<file path="src/rtl/imem_ld_arbiter.sv">
// imem_ld_arbiter
//   Arbitrates the single port of the loadable instruction memory between the
//   fetch unit (line reads) and the program loader (line writes). One memory
//   op per cycle, loader has priority, and a fetch is forced through after
//   WR_BURST_MAX consecutive loader wins. ld_lock hands the port exclusively
//   to the loader for bulk program load.
// Ports
//   clk, reset_n                   clock / async active-low reset
//   fetch_req/addr/flush           fetch read request, address, kill
//   fetch_gnt/rvalid/rdata         read issued / data valid next cycle / line
//   ld_valid/addr/wdata, ld_ready  loader write handshake
//   ld_lock, locked                exclusive loader ownership request / status
//   mem_addr/wdata/we, mem_rdata   memory port (1-cycle read, read-before-write)

`ifndef INSN_LEN
`define INSN_LEN 32
`endif

module imem_ld_arbiter #(
  parameter int unsigned ADDR_W       = 9,
  parameter int unsigned DATA_W       = 4*`INSN_LEN,
  parameter int unsigned WR_BURST_MAX = 4
) (
  input  logic              clk,
  input  logic              reset_n,
  input  logic              fetch_req,
  input  logic [ADDR_W-1:0] fetch_addr,
  input  logic              fetch_flush,
  output logic              fetch_gnt,
  output logic              fetch_rvalid,
  output logic [DATA_W-1:0] fetch_rdata,
  input  logic              ld_valid,
  input  logic [ADDR_W-1:0] ld_addr,
  input  logic [DATA_W-1:0] ld_wdata,
  output logic              ld_ready,
  input  logic              ld_lock,
  output logic              locked,
  output logic [ADDR_W-1:0] mem_addr,
  output logic [DATA_W-1:0] mem_wdata,
  output logic              mem_we,
  input  logic [DATA_W-1:0] mem_rdata
);

  localparam int unsigned CNT_W = $clog2(WR_BURST_MAX + 1);

  typedef enum logic [1:0] {
    WAKE   = 2'd0,
    RUN    = 2'd1,
    LOCKED = 2'd2
  } state_t;

  state_t           state_q, state_d;
  logic [CNT_W-1:0] wr_cnt_q, wr_cnt_d;
  logic             rd_pend_q, rd_pend_d;

  logic fetch_ok;
  logic burst_full;

  assign fetch_ok   = fetch_req & ~fetch_flush;
  assign burst_full = (wr_cnt_q == CNT_W'(WR_BURST_MAX));

  always_comb begin
    state_d   = state_q;
    wr_cnt_d  = '0;
    fetch_gnt = 1'b0;
    ld_ready  = 1'b0;
    mem_we    = 1'b0;
    mem_addr  = '0;

    unique case (state_q)
      WAKE: begin
        state_d = RUN;
      end
      RUN: begin
        // Lock request only moves the state; this cycle still arbitrates as RUN.
        if (ld_lock) state_d = LOCKED;
        mem_addr = fetch_addr;
        if (ld_valid && !(fetch_ok && burst_full)) begin
          ld_ready = 1'b1;
          mem_we   = 1'b1;
          mem_addr = ld_addr;
          // Count only writes that made a live fetch wait; burst_full is
          // false here whenever fetch_ok, so the increment cannot overflow.
          if (fetch_ok) wr_cnt_d = wr_cnt_q + 1'b1;
        end else if (fetch_ok) begin
          fetch_gnt = 1'b1;
        end
      end
      LOCKED: begin
        if (!ld_lock) state_d = RUN;
        ld_ready = ld_valid;
        mem_we   = ld_valid;
        mem_addr = ld_addr;
      end
      default: begin
        state_d = WAKE;
      end
    endcase

    rd_pend_d = fetch_gnt & ~fetch_flush;
  end

  always_ff @(posedge clk or negedge reset_n) begin
    if (!reset_n) begin
      state_q   <= WAKE;
      wr_cnt_q  <= '0;
      rd_pend_q <= 1'b0;
    end else begin
      state_q   <= state_d;
      wr_cnt_q  <= wr_cnt_d;
      rd_pend_q <= rd_pend_d;
    end
  end

  assign fetch_rvalid = rd_pend_q;
  assign fetch_rdata  = mem_rdata;
  assign mem_wdata    = ld_wdata;
  assign locked       = (state_q == LOCKED);

endmodule

</file>
<file path="config.mk">
export PLATFORM = sky130hd
export DESIGN_NAME = imem_ld_arbiter
export DESIGN_NICKNAME = d
export VERILOG_FILES = /design/src/rtl/imem_ld_arbiter.sv
export SDC_FILE = /design/constraint.sdc
export NUM_CORES = 1
export LEC_CHECK = 0
export ABC_AREA = 1
export CAP_MARGIN = 20
export CORE_AREA = 2 2 216 218
export DETAILED_ROUTE_END_ITERATION = 10
export DIE_AREA = 0 0 218 220
export PLACE_DENSITY = 0.42
export SYNTH_ARGS = -nofsm -noshare
export SYNTH_HDL_FRONTEND = slang
export SYNTH_SLANG_ARGS = --single-unit
</file>
<file path="constraint.sdc">
create_clock -name clk -period 1.4 [get_ports clk]
set_input_delay 0.28 -clock clk [delete_from_list [all_inputs] [get_ports clk]]
set_output_delay 0.28 -clock clk [all_outputs]
set_load 0.02 [all_outputs]
</file>
## Word level (Yosys, flattened, before mapping)

Index checks and enable logic that the tools add are counted.

| cells by class | value |
|---|---|
| $add $sub $neg | 1 |
| eq/ne operators | 5 |
| mux-type cells | 13 |
| bitwise gates (word level) | 3 |
| reductions and logical operators | 5 |

Operator list:

| operator | count |
|---|---|
| $pmux W9 S2 | 1 |
| $mux W3 | 3 |
| $mux W9 | 1 |
| $pmux W2 S3 | 1 |
| $mux W1 | 4 |
| $mux W2 | 2 |
| $ne A2 B2 Y1 const B | 2 |
| $add A3 B1 Y3 const B | 1 |
| $eq A3 B3 Y1 const B | 1 |
| $and A1 B1 Y1 | 2 |
| $eq A2 B1 Y1 const B | 1 |
| $eq A2 B2 Y1 const B | 1 |
| $logic_and A1 B1 Y1 | 2 |
| $logic_not A2 Y1 | 1 |
| $pmux W1 S2 | 1 |
| $reduce_and A2 Y1 | 1 |
| $logic_not A1 Y1 | 1 |
| $not A1 Y1 | 1 |

| storage, ports and cells | value |
|---|---|
| bits in registers | 6 |
| bits of input ports | 280 |
| word-level logic and storage cells | 30 |

## Longest topological paths before layout

| depth | value |
|---|---|
| depth after elaboration | 8 |
| mapped depth | 9 |
| gate-level depth less buffers | 9 |

## Least setup slack after synthesis

Ideal clock, no wire load.

| timing | value |
|---|---|
| kind | register to output |
| start | register state_q[0] |
| end | output mem_we |
| arrival time | 1.501 ns |
| setup slack | -0.381 ns |
| cell stages (with the launch flop) | 7 |
| path buffers | 1 |
| path through | dfrtp_1 > inv_1 > ha_1 > inv_1 > nand2_8 > and3_1 > buf_4 |

| between the ends | value |
|---|---|
| cells in the longest elaborated chain, start to end | 2 |

RTL lines:

| element | line | source |
|---|---|---|
| from (decl) | 52 | `state_t state_q, state_d;` |
| from (signal assigned) | 109 | `state_q <= state_d;` |
| $eq A2 B2 Y1 | -- |  |
| net locked | 37 | `output logic locked,` |
| $pmux W1 S2 | 70 | `unique case (state_q)` |
| to (decl) | 40 | `output logic mem_we,` |

The timed path passes the listed nets, and every way through them passes these cells.

## Worst setup path after layout

| timing | value |
|---|---|
| start | register wr_cnt_q[0] |
| end | output mem_addr[8] |

| between the ends | value |
|---|---|
| cells in the longest elaborated chain, start to end | 6 |

RTL lines:

| element | line | source |
|---|---|---|
| from (decl) | 53 | `logic [CNT_W-1:0] wr_cnt_q, wr_cnt_d;` |
| from (signal assigned) | 110 | `wr_cnt_q <= wr_cnt_d;` |
| $eq A3 B3 Y1 | 60 | `assign burst_full = (wr_cnt_q == CNT_W'(WR_BURST_MAX));` |
| $logic_and A1 B1 Y1 | 78 | `if (ld_valid && !(fetch_ok && burst_full)) begin` |
| $logic_not A1 Y1 | 78 |  |
| $logic_and A1 B1 Y1 | 78 |  |
| $mux W9 | 78 |  |
| $pmux W9 S2 | 70 |  |
| to (decl) | 38 | `output logic [ADDR_W-1:0] mem_addr,` |

No other way between the ends.

==> results.json <==
{
  "first_pass_iters": 4,
  "fin_ws_ns": -0.6124,
  "cp_common_cell": "nand2_4",
  "vdd_ir_drop_max_v": 0.0007075,
  "dieArea_um2": 47960,
  "route.detailed.drc": 0,
  "ctsHoldBuffers": 0,
  "finalSetupViolations": 13,
  "gr-total-overflow": 0,
  "crit_arrival_ns": 1.73,
  "critPathLaunchType": "flip-flop",
  "synth_nets": 615,
  "synth.avg_cell_area_um2": 7.557,
  "areaGrowthSynthToFinish_pct": -7.952,
  "row_count": 79,
  "n_antenna_cell": 0,
  "synth_seq_area_share_pct": 6.039,
  "wl_um": 10490,
  "clk_pin_slew_ns": 0.05,
  "violations": "negative setup slack",
  "slew_violations": 0,
  "clock_path_buffers": 2,
  "synth_cell_type_count": 19,
  "cp_num_buf_inv": 4,
  "placed_cell_area_um2": 2013,
  "ys_ff_latch": 6,
  "synth_edf_count": 0,
  "fill_cells": 5464,
  "fin_skew_ns": 0.008252,
  "max_freq_ghz": 0.4969,
  "design_area_um2": 2288,
  "clock_latency_ns": 0.25,
  "p_leak_nw": 0.6632,
  "dp_hpwl_um": 8910,
  "start_util_pct": 5.421,
  "path_cells": "inv_2 -> ha_4 -> nand2_4 -> inv_2 -> nand2_4 -> nand3_4 -> nand2_8 -> buf_8 -> nand2_4 -> a21oi_4 -> buf_12",
  "numClockSinks": 6,
  "critical-path-max-stage-delay_ns": 0.35,
  "maxCapViolations": 0,
  "drt-vias-per-instance": 1.611,
  "postSynthCellCount": 329,
  "core-area_um2": 45860,
  "outcome": "finished, violations left",
  "final_common_cell": "clkdlybuf4s50_1",
  "nets": 421,
  "rsz0062_at_grt": "yes",
  "die_w_um": 218,
  "final.period_utilization_pct": 143.7,
  "cts_tree": "yes",
  "first_global_vias": 1352,
  "layout_common_cells": "23 x clkdlybuf4s50_1, 15 x buf_4, 12 x buf_6, 9 x a21oi_4, 8 x buf_12",
  "synthFlopType": "dfrtp_1",
  "worstPathMaxFanout": 4,
  "grt_pass1_wl_um": 12360,
  "layout-drive-gt1-share_pct": 60.15,
  "cts_buffers": 3,
  "hold_path_class": "input port to async pin",
  "endpoint_kind": "output pin",
  "worstPathRequired_ns": 1.12,
  "cts_max_level": 1,
  "yosys_warnings": 0,
  "slew_headroom_pct": 79.31,
  "setup_tns_ns": -6.552,
  "hold_viol": 0,
  "antenna_found_initial": 3,
  "period_needed_ns": 2.012,
  "drtAntennaViolNets": 0,
  "wl_per_cell_um": 14.17,
  "drt_iter0_markers": 48,
  "power.density_nw_per_um2": 1298,
  "cp_top_family": "simple AND/OR/NAND/NOR gates",
  "async_reset_ff_share_pct": 100.0,
  "cts_root_buffer": "clkbuf_16",
  "gp_congestion": 0.6006,
  "max_slew.worst_pin.slew_ns": 0.3094,
  "num_io_pins": 550,
  "fp.dieH_um": 220,
  "setup.worst_path.class": "flip-flop to output pin",
  "port_buffers": 37,
  "vias": 1192,
  "final_util_pct": 4.990,
  "grt_max_degree": 9,
  "cpMaxStageDelayCell": "dfrtp_1",
  "track_usage_pct": 4.122,
  "synthesis.area_um2": 2486
}
## path summary, 6_finish.rpt
path	cells past startpoint	endpoint	slack, ns	startpoint
setup / recovery	11	mem_addr[8]	-0.61	wr_cnt_q[0]$_DFF_PN0_
min in group clk	2	wr_cnt_q[0]$_DFF_PN0_	0.54	wr_cnt_q[0]$_DFF_PN0_
max in group asynchronous	2	state_q[0]$_DFFE_PN0P_	0.90	reset_n
setup reg to reg	7	state_q[0]$_DFFE_PN0P_	0.10	state_q[1]$_DFFE_PN0P_
hold reg to reg	2	wr_cnt_q[0]$_DFF_PN0_	0.54	wr_cnt_q[0]$_DFF_PN0_
hold / removal	2	fetch_rvalid$_DFF_PN0_	0.33	reset_n
## registers in the layout, summed over array words and instances, names as in the netlist
register and cells:
wr_cnt_q 3, fetch_rvalid 1, state_q 2
## per-layer routing
layer | share of wire [%] | vias to the layer above | GRT usage [%]
li1 | - | 362 | -
met1 | 18 | 427 | 2.083
met2 | 45 | 262 | 6.148
met3 | 25 | 139 | 4.693
met4 | 12 | 2 | 5.306
met5 | 0.11 | - | 0
## logic make-up (layout without fill, tap and decap cells)
| family | count (synthesis) | count (layout) | synth area share, % |
|---|---|---|---|
| AOI/OAI and AO/OA | 12 | 12 | 2.415 |
| xor gates and xnor gates | 1 | 1 | 0.3524 |
| adders and majority gates | 6 | 6 | 3.020 |
| buffers and inverters | 269 | 73 | 79.57 |
| DFF | 6 | 6 | 6.039 |
| and+or+nand+nor | 35 | 35 | 8.607 |
## layout make-up
| cell class | count | area, µm² | area share [%] |
|---|---|---|---|
| Tap cell | 607 | 759.5 | 33.19 |
| Timing Repair Buffer | 59 | 653.1 | 28.54 |
| Multi-Input combinational cell | 54 | 598.1 | 26.13 |
| Sequential cell | 6 | 151.4 | 6.616 |
| Clock buffer | 3 | 75.07 | 3.280 |
| Inverter | 11 | 51.30 | 2.242 |
## what timing repair did
item,CTS,global route
pin swaps,4,8
setup endpoints to repair,14,16
buffers inserted,6,3
resized for setup,59,15
## synthesized netlist by cell type (2+ instances only)
| cell | n | area (µm²) |
|---|---|---|
| inv_1 | 9 | 33.78 |
| dfrtp_1 | 6 | 150.1 |
| nand2_4 | 2 | 22.52 |
| a21oi_1 | 9 | 45.04 |
| nand3_1 | 10 | 50.05 |
| nand2_1 | 8 | 30.03 |
| o21ai_0 | 3 | 15.01 |
| nor2_1 | 5 | 18.77 |
| nand2_2 | 5 | 31.28 |
| buf_4 | 258 | 1937 |
| ha_1 | 6 | 75.07 |
## through the flow
stage | power (mW) | setup WS [ns] | hold slack, ns | cells
floorplan | 2.340 | -0.1551 | -0.01559 | 329
global placement | 2.189 | -0.9618 | 0.5159 | 730
detailed placement | 2.196 | -0.9522 | 0.5130 | 730
CTS | 2.970 | -0.6452 | 0.3440 | 739
global route | 3.188 | -0.7016 | 0.3495 | 740
finish | 2.970 | -0.6124 | 0.3347 | 740
## power breakdown
group / switching [mW] / total [mW] / leakage, nW / internal [mW]
Clock: 0.151 / 0.523 / 0.0370 / 0.372
Sequential: 0.0446 / 0.254 / 0.0795 / 0.209
Combinational: 1.15 / 2.19 / 0.547 / 1.05
Total: 1.34 / 2.97 / 0.663 / 1.63
Note: power is estimated with default switching activity, not from simulation.
==> patch 1, RTL diff (same settings) <==
Make the reset (`reset_n`) synchronous in one clocked block. Comments in the files are not updated.
--- a/src/rtl/imem_ld_arbiter.sv
+++ b/src/rtl/imem_ld_arbiter.sv
@@ -102,3 +102,3 @@
 
-  always_ff @(posedge clk or negedge reset_n) begin
+  always_ff @(posedge clk) begin
     if (!reset_n) begin
Check against the original RTL: differs if reset_n is asserted again (counterexample within 4 cycles, from zero or initial values and one cycle with reset_n low); with reset_n held inactive, the same outputs for 10 cycles.
==> patch 1 against the original RTL <==
The run still ends with setup timing left. Routed wire length is 6.7% lower. Synthesized area is 1.6% lower. Clock skew is 0.0026 ns lower. Sequential cell count stayed put. Design area is 4.0% lower. Worst setup slack better by 0.13 ns. Critical path type unchanged. Critical endpoint is now mem_addr[5]. Largest cell class unchanged.
Power is not compared: it rests on default switching activity, and its combinational part moved more than twofold at a synthesized area within 25%.
==> patch 1: results (changes against the original RTL) <==
status finished, violations left (unchanged); violated checks setup timing (unchanged); arrival time of the worst setup path 1.61 ns (was 1.73 ns); CTS clk-pin slew, worst paths 0.03 ns (was 0.05 ns); number of global-route vias before repair 1377 (was 1352); Final Skew 0.00565 ns (was 0.00825 ns); proportion of layout cells with a drive suffix above 1 65.6% (was 60.2%); Critical R2R Launch state_q[0]$_SDFFE_PN0P_ (was state_q[1]$_DFFE_PN0P_); Hold Path Class reg -> reg (was in -> async); Post-Place Cells 731 (was 730); initial antenna violation count 1 (was 3); XOR/XNOR Fraction of Synth Area 0.358% (was 0.352%); Critical R2R Capture state_q[1]$_SDFFE_PN0P_ (was state_q[0]$_DFFE_PN0P_); first-pass GRT wire length 11.8 mm (was 12.4 mm); GRT Util Overall 3.94% (was 4.12%); total number of vias 1181 (was 1192); flop2flop setup slack -0.19 ns (was 0.10 ns); clock latency on the worst-skew pair 0.23 ns (was 0.25 ns); Synth Flop Type dfxtp_1 (was dfrtp_1); Critical Path Max Stage Delay 0.32 ns (was 0.35 ns); Synthesized Nets 616 (was 615); Critical Path Source wr_cnt_q[1]$_SDFF_PN0_ (was wr_cnt_q[0]$_DFF_PN0_); setup ws final -0.486 ns (was -0.612 ns); CP top delay family simple AND/OR/NAND/NOR gates (unchanged); Compound-Gate Fraction of Synth Area 3.17% (was 2.42%); CP Max Fanout 5 (was 4); Fill cells 5478 (was 5464); DP Wirelength 8.04 mm (was 8.91 mm); Post-Synth Adder-Cell Area 3.07% (was 3.02%); flip-flop and latch area 125 um^2 (was 151 um^2); pre-CTS WS -1.02 ns (was -0.952 ns); Post-synth top cells 257 x buf_4, 13 x nand2_1, 11 x a21oi_1, 9 x nand3_1, 8 x inv_1 (was 258 x buf_4, 10 x nand3_1, 9 x a21oi_1, 9 x inv_1, 8 x nand2_1); Placer Congestion 0.629 (was 0.601); Via density 1.60 (was 1.61); DR iter-0 viols 23 (was 48); syn_area_per_cell 7.42 um^2 (was 7.56 um^2); count of cell types in the netlist 20 (was 19); Setup Total Neg Slack -5.81 ns (was -6.55 ns); worst setup path endpoint mem_addr[5] (was mem_addr[8]); placed cell area 0.00189 mm^2 (was 0.00201 mm^2); Crit-path slowest cell dfxtp_2 (was dfrtp_1); sequential area share after synthesis 4.91% (was 6.04%); # setup viols final 14 (was 13); pin count of the biggest net entering global routing 11 (was 9); DR pass1 iterations 3 (was 4); Reg2Reg Depth 9 (was 7); slew margin rel. 79.4% (was 79.3%); drt total wl 9.79 mm (was 10.5 mm); Async S/R FF share, synth 0% (was 100%); hold slack 0.503 ns (was 0.335 ns); fin nets 419 (was 421); ranking of synthesized cells by area buf_4 79%, dfxtp_1 4.9%, ha_1 3.1% (was buf_4 78%, dfrtp_1 6.0%, ha_1 3.0%)
patch 1: metal layers:
metal	track usage, %	routed length (um)	vias to the layer above
met5	0.313	0	-
met4	5.76	1250	0
met3	3.69	2050	118
met2	5.86	4350	266
met1	2.20	2130	436
li1	-	-	361
patch 1: layout make-up:
class	count	area share, %
well taps	607	34.6
multi-input cells	57	27.4
repair buffers	56	27.0
flip-flops and latches	6	5.70
clock buffers	3	3.42
inverters	9	1.77
diodes	1	0.114
patch 1: what timing repair did:
item,4_1_cts,5_1_grt
setup buffers,3,0
hold endpoints to repair,0,0
endpoints found under the setup margin,15,15
resized for setup,101,22
pin swaps,6,6
cloned,2,0
patch 1: where the power goes:
part | switching [mW] | internal [mW] | total (mW)
registers | 0.00770 | 0.183 | 0.191
logic | 0.382 | 0.323 | 0.706
clock network | 0.111 | 0.368 | 0.479
total | 0.501 | 0.875 | 1.38
==> patch 2, RTL diff (same settings) <==
Made on the original files. The parameter `ADDR_W` goes from 9 to 10.
--- a/src/rtl/imem_ld_arbiter.sv
+++ b/src/rtl/imem_ld_arbiter.sv
@@ -19,3 +19,3 @@
 module imem_ld_arbiter #(
-  parameter int unsigned ADDR_W       = 9,
+  parameter int unsigned ADDR_W       = 10,
   parameter int unsigned DATA_W       = 4*`INSN_LEN,
Ports: changed (resized fetch_addr, ld_addr and mem_addr); port bits go from 550 to 553. The function was not compared with the original's and may differ.
==> patch 2 against the original RTL <==
Clock skew fell by 0.0050 ns. Worst hold slack got worse by 0.0037 ns. Design area rose by 1.7%. Total power rose by 5.3%. Synthesized area fell by 0.40%. The run still ends with setup timing left. Critical path depth did not move. Worst setup slack improved by 0.029 ns. Sequential cell count did not move. Routed wire length fell by 1.6%.
==> patch 2: results (changes against the original RTL) <==
Critical R2R Launch state_q[0]$_DFFE_PN0P_ (was state_q[1]$_DFFE_PN0P_); port buffer count 40 (was 37); flop2flop setup slack -0.07 ns (was 0.10 ns); total number of vias 1175 (was 1192); # setup viols final 16 (was 13); Synthesized Nets 622 (was 615); combinational group power 2.42 mW (was 2.19 mW); status finished, violations left (unchanged); sequential area share after synthesis 6.06% (was 6.04%); Routed met1 length 2.62 mm (was 1.86 mm); first-pass GRT wire length 12.2 mm (was 12.4 mm); met1 Track Usage GR 3.00% (was 2.08%); clock latency on the worst-skew pair 0.23 ns (was 0.25 ns); Signal buffers 61 (was 59); violated checks setup timing (unchanged); GRT Util Overall 3.95% (was 4.12%); setup ws final -0.584 ns (was -0.612 ns); top cell type's share of synthesized area 77.9% (about the same); DP Wirelength 8.49 mm (was 8.91 mm); switching share of power 43.5% (was 45.2%); Clock Network Area Fraction 3.23% (was 3.28%); DR pass1 iterations 2 (was 4); Post-Synth Adder-Cell Area 3.03% (was 3.02%); fin nets 429 (was 421); number of global-route vias before repair 1250 (was 1352); Compound-Gate Fraction of Synth Area 2.63% (was 2.42%); antenna fix cells 3 (was 0); proportion of layout cells with a drive suffix above 1 56.8% (was 60.2%); Reg2Reg Depth 8 (was 7); WL/cell 13.8 um (was 14.2 um); Max Used Layer met4 (was met5)
-- patch 2: worst min path at each step --
stage	slack, ns	depth (start not counted)	end	startpoint
floorplan	-0.02	0	fetch_rvalid$_DFF_PN0_	reset_n
global placement	0.51	2	wr_cnt_q[0]$_DFF_PN0_	wr_cnt_q[0]$_DFF_PN0_
detailed placement	0.52	2	wr_cnt_q[0]$_DFF_PN0_	wr_cnt_q[0]$_DFF_PN0_
CTS	0.35	1	fetch_rvalid$_DFF_PN0_	reset_n
global route	0.36	1	fetch_rvalid$_DFF_PN0_	reset_n
finish	0.33	1	fetch_rvalid$_DFF_PN0_	reset_n
-- patch 2: per-stage QoR --
stage          setup TNS, ns  instance area (um^2)  std cells  utilization, %
2_1_floorplan          -1.47                  2610        334               -
3_3_place_gp          -12.58                  1900        733            4.15
3_5_place_dp          -12.58                  1900        733            4.15
4_1_cts                -7.38                  2180        740            4.75
5_1_grt                -8.71                  2320        746            5.06
6_report               -7.16                  2330        749            5.07
-- patch 2: repair_timing --
item	in CTS	in global routing
gates resized for setup	86	16
pin swaps	7	8
setup buffers	3	6
gates cloned	2	0
setup endpoints to repair	19	20
-- patch 2: cell families (layout without fill, tap and decap cells) --
logic type | count (synthesis) | count (layout)
buffers and inverters | 271 | 75
other | 0 | 3
AOI/OAI and AO/OA | 13 | 13
xor gates and xnor gates | 1 | 1
DFF | 6 | 6
and+or+nand+nor | 37 | 38
adders and majority gates | 6 | 6
-- patch 2: critical path: cells and delay by family, from the launching register on --
family,cells,cell delay (ns)
AO/OA/AOI/OAI,1,0.12
adder cells (fa/ha/maj),1,0.16
buffers and inverters,4,0.39
flip-flops,1,0.34
AND/OR/NAND/NOR,5,0.45
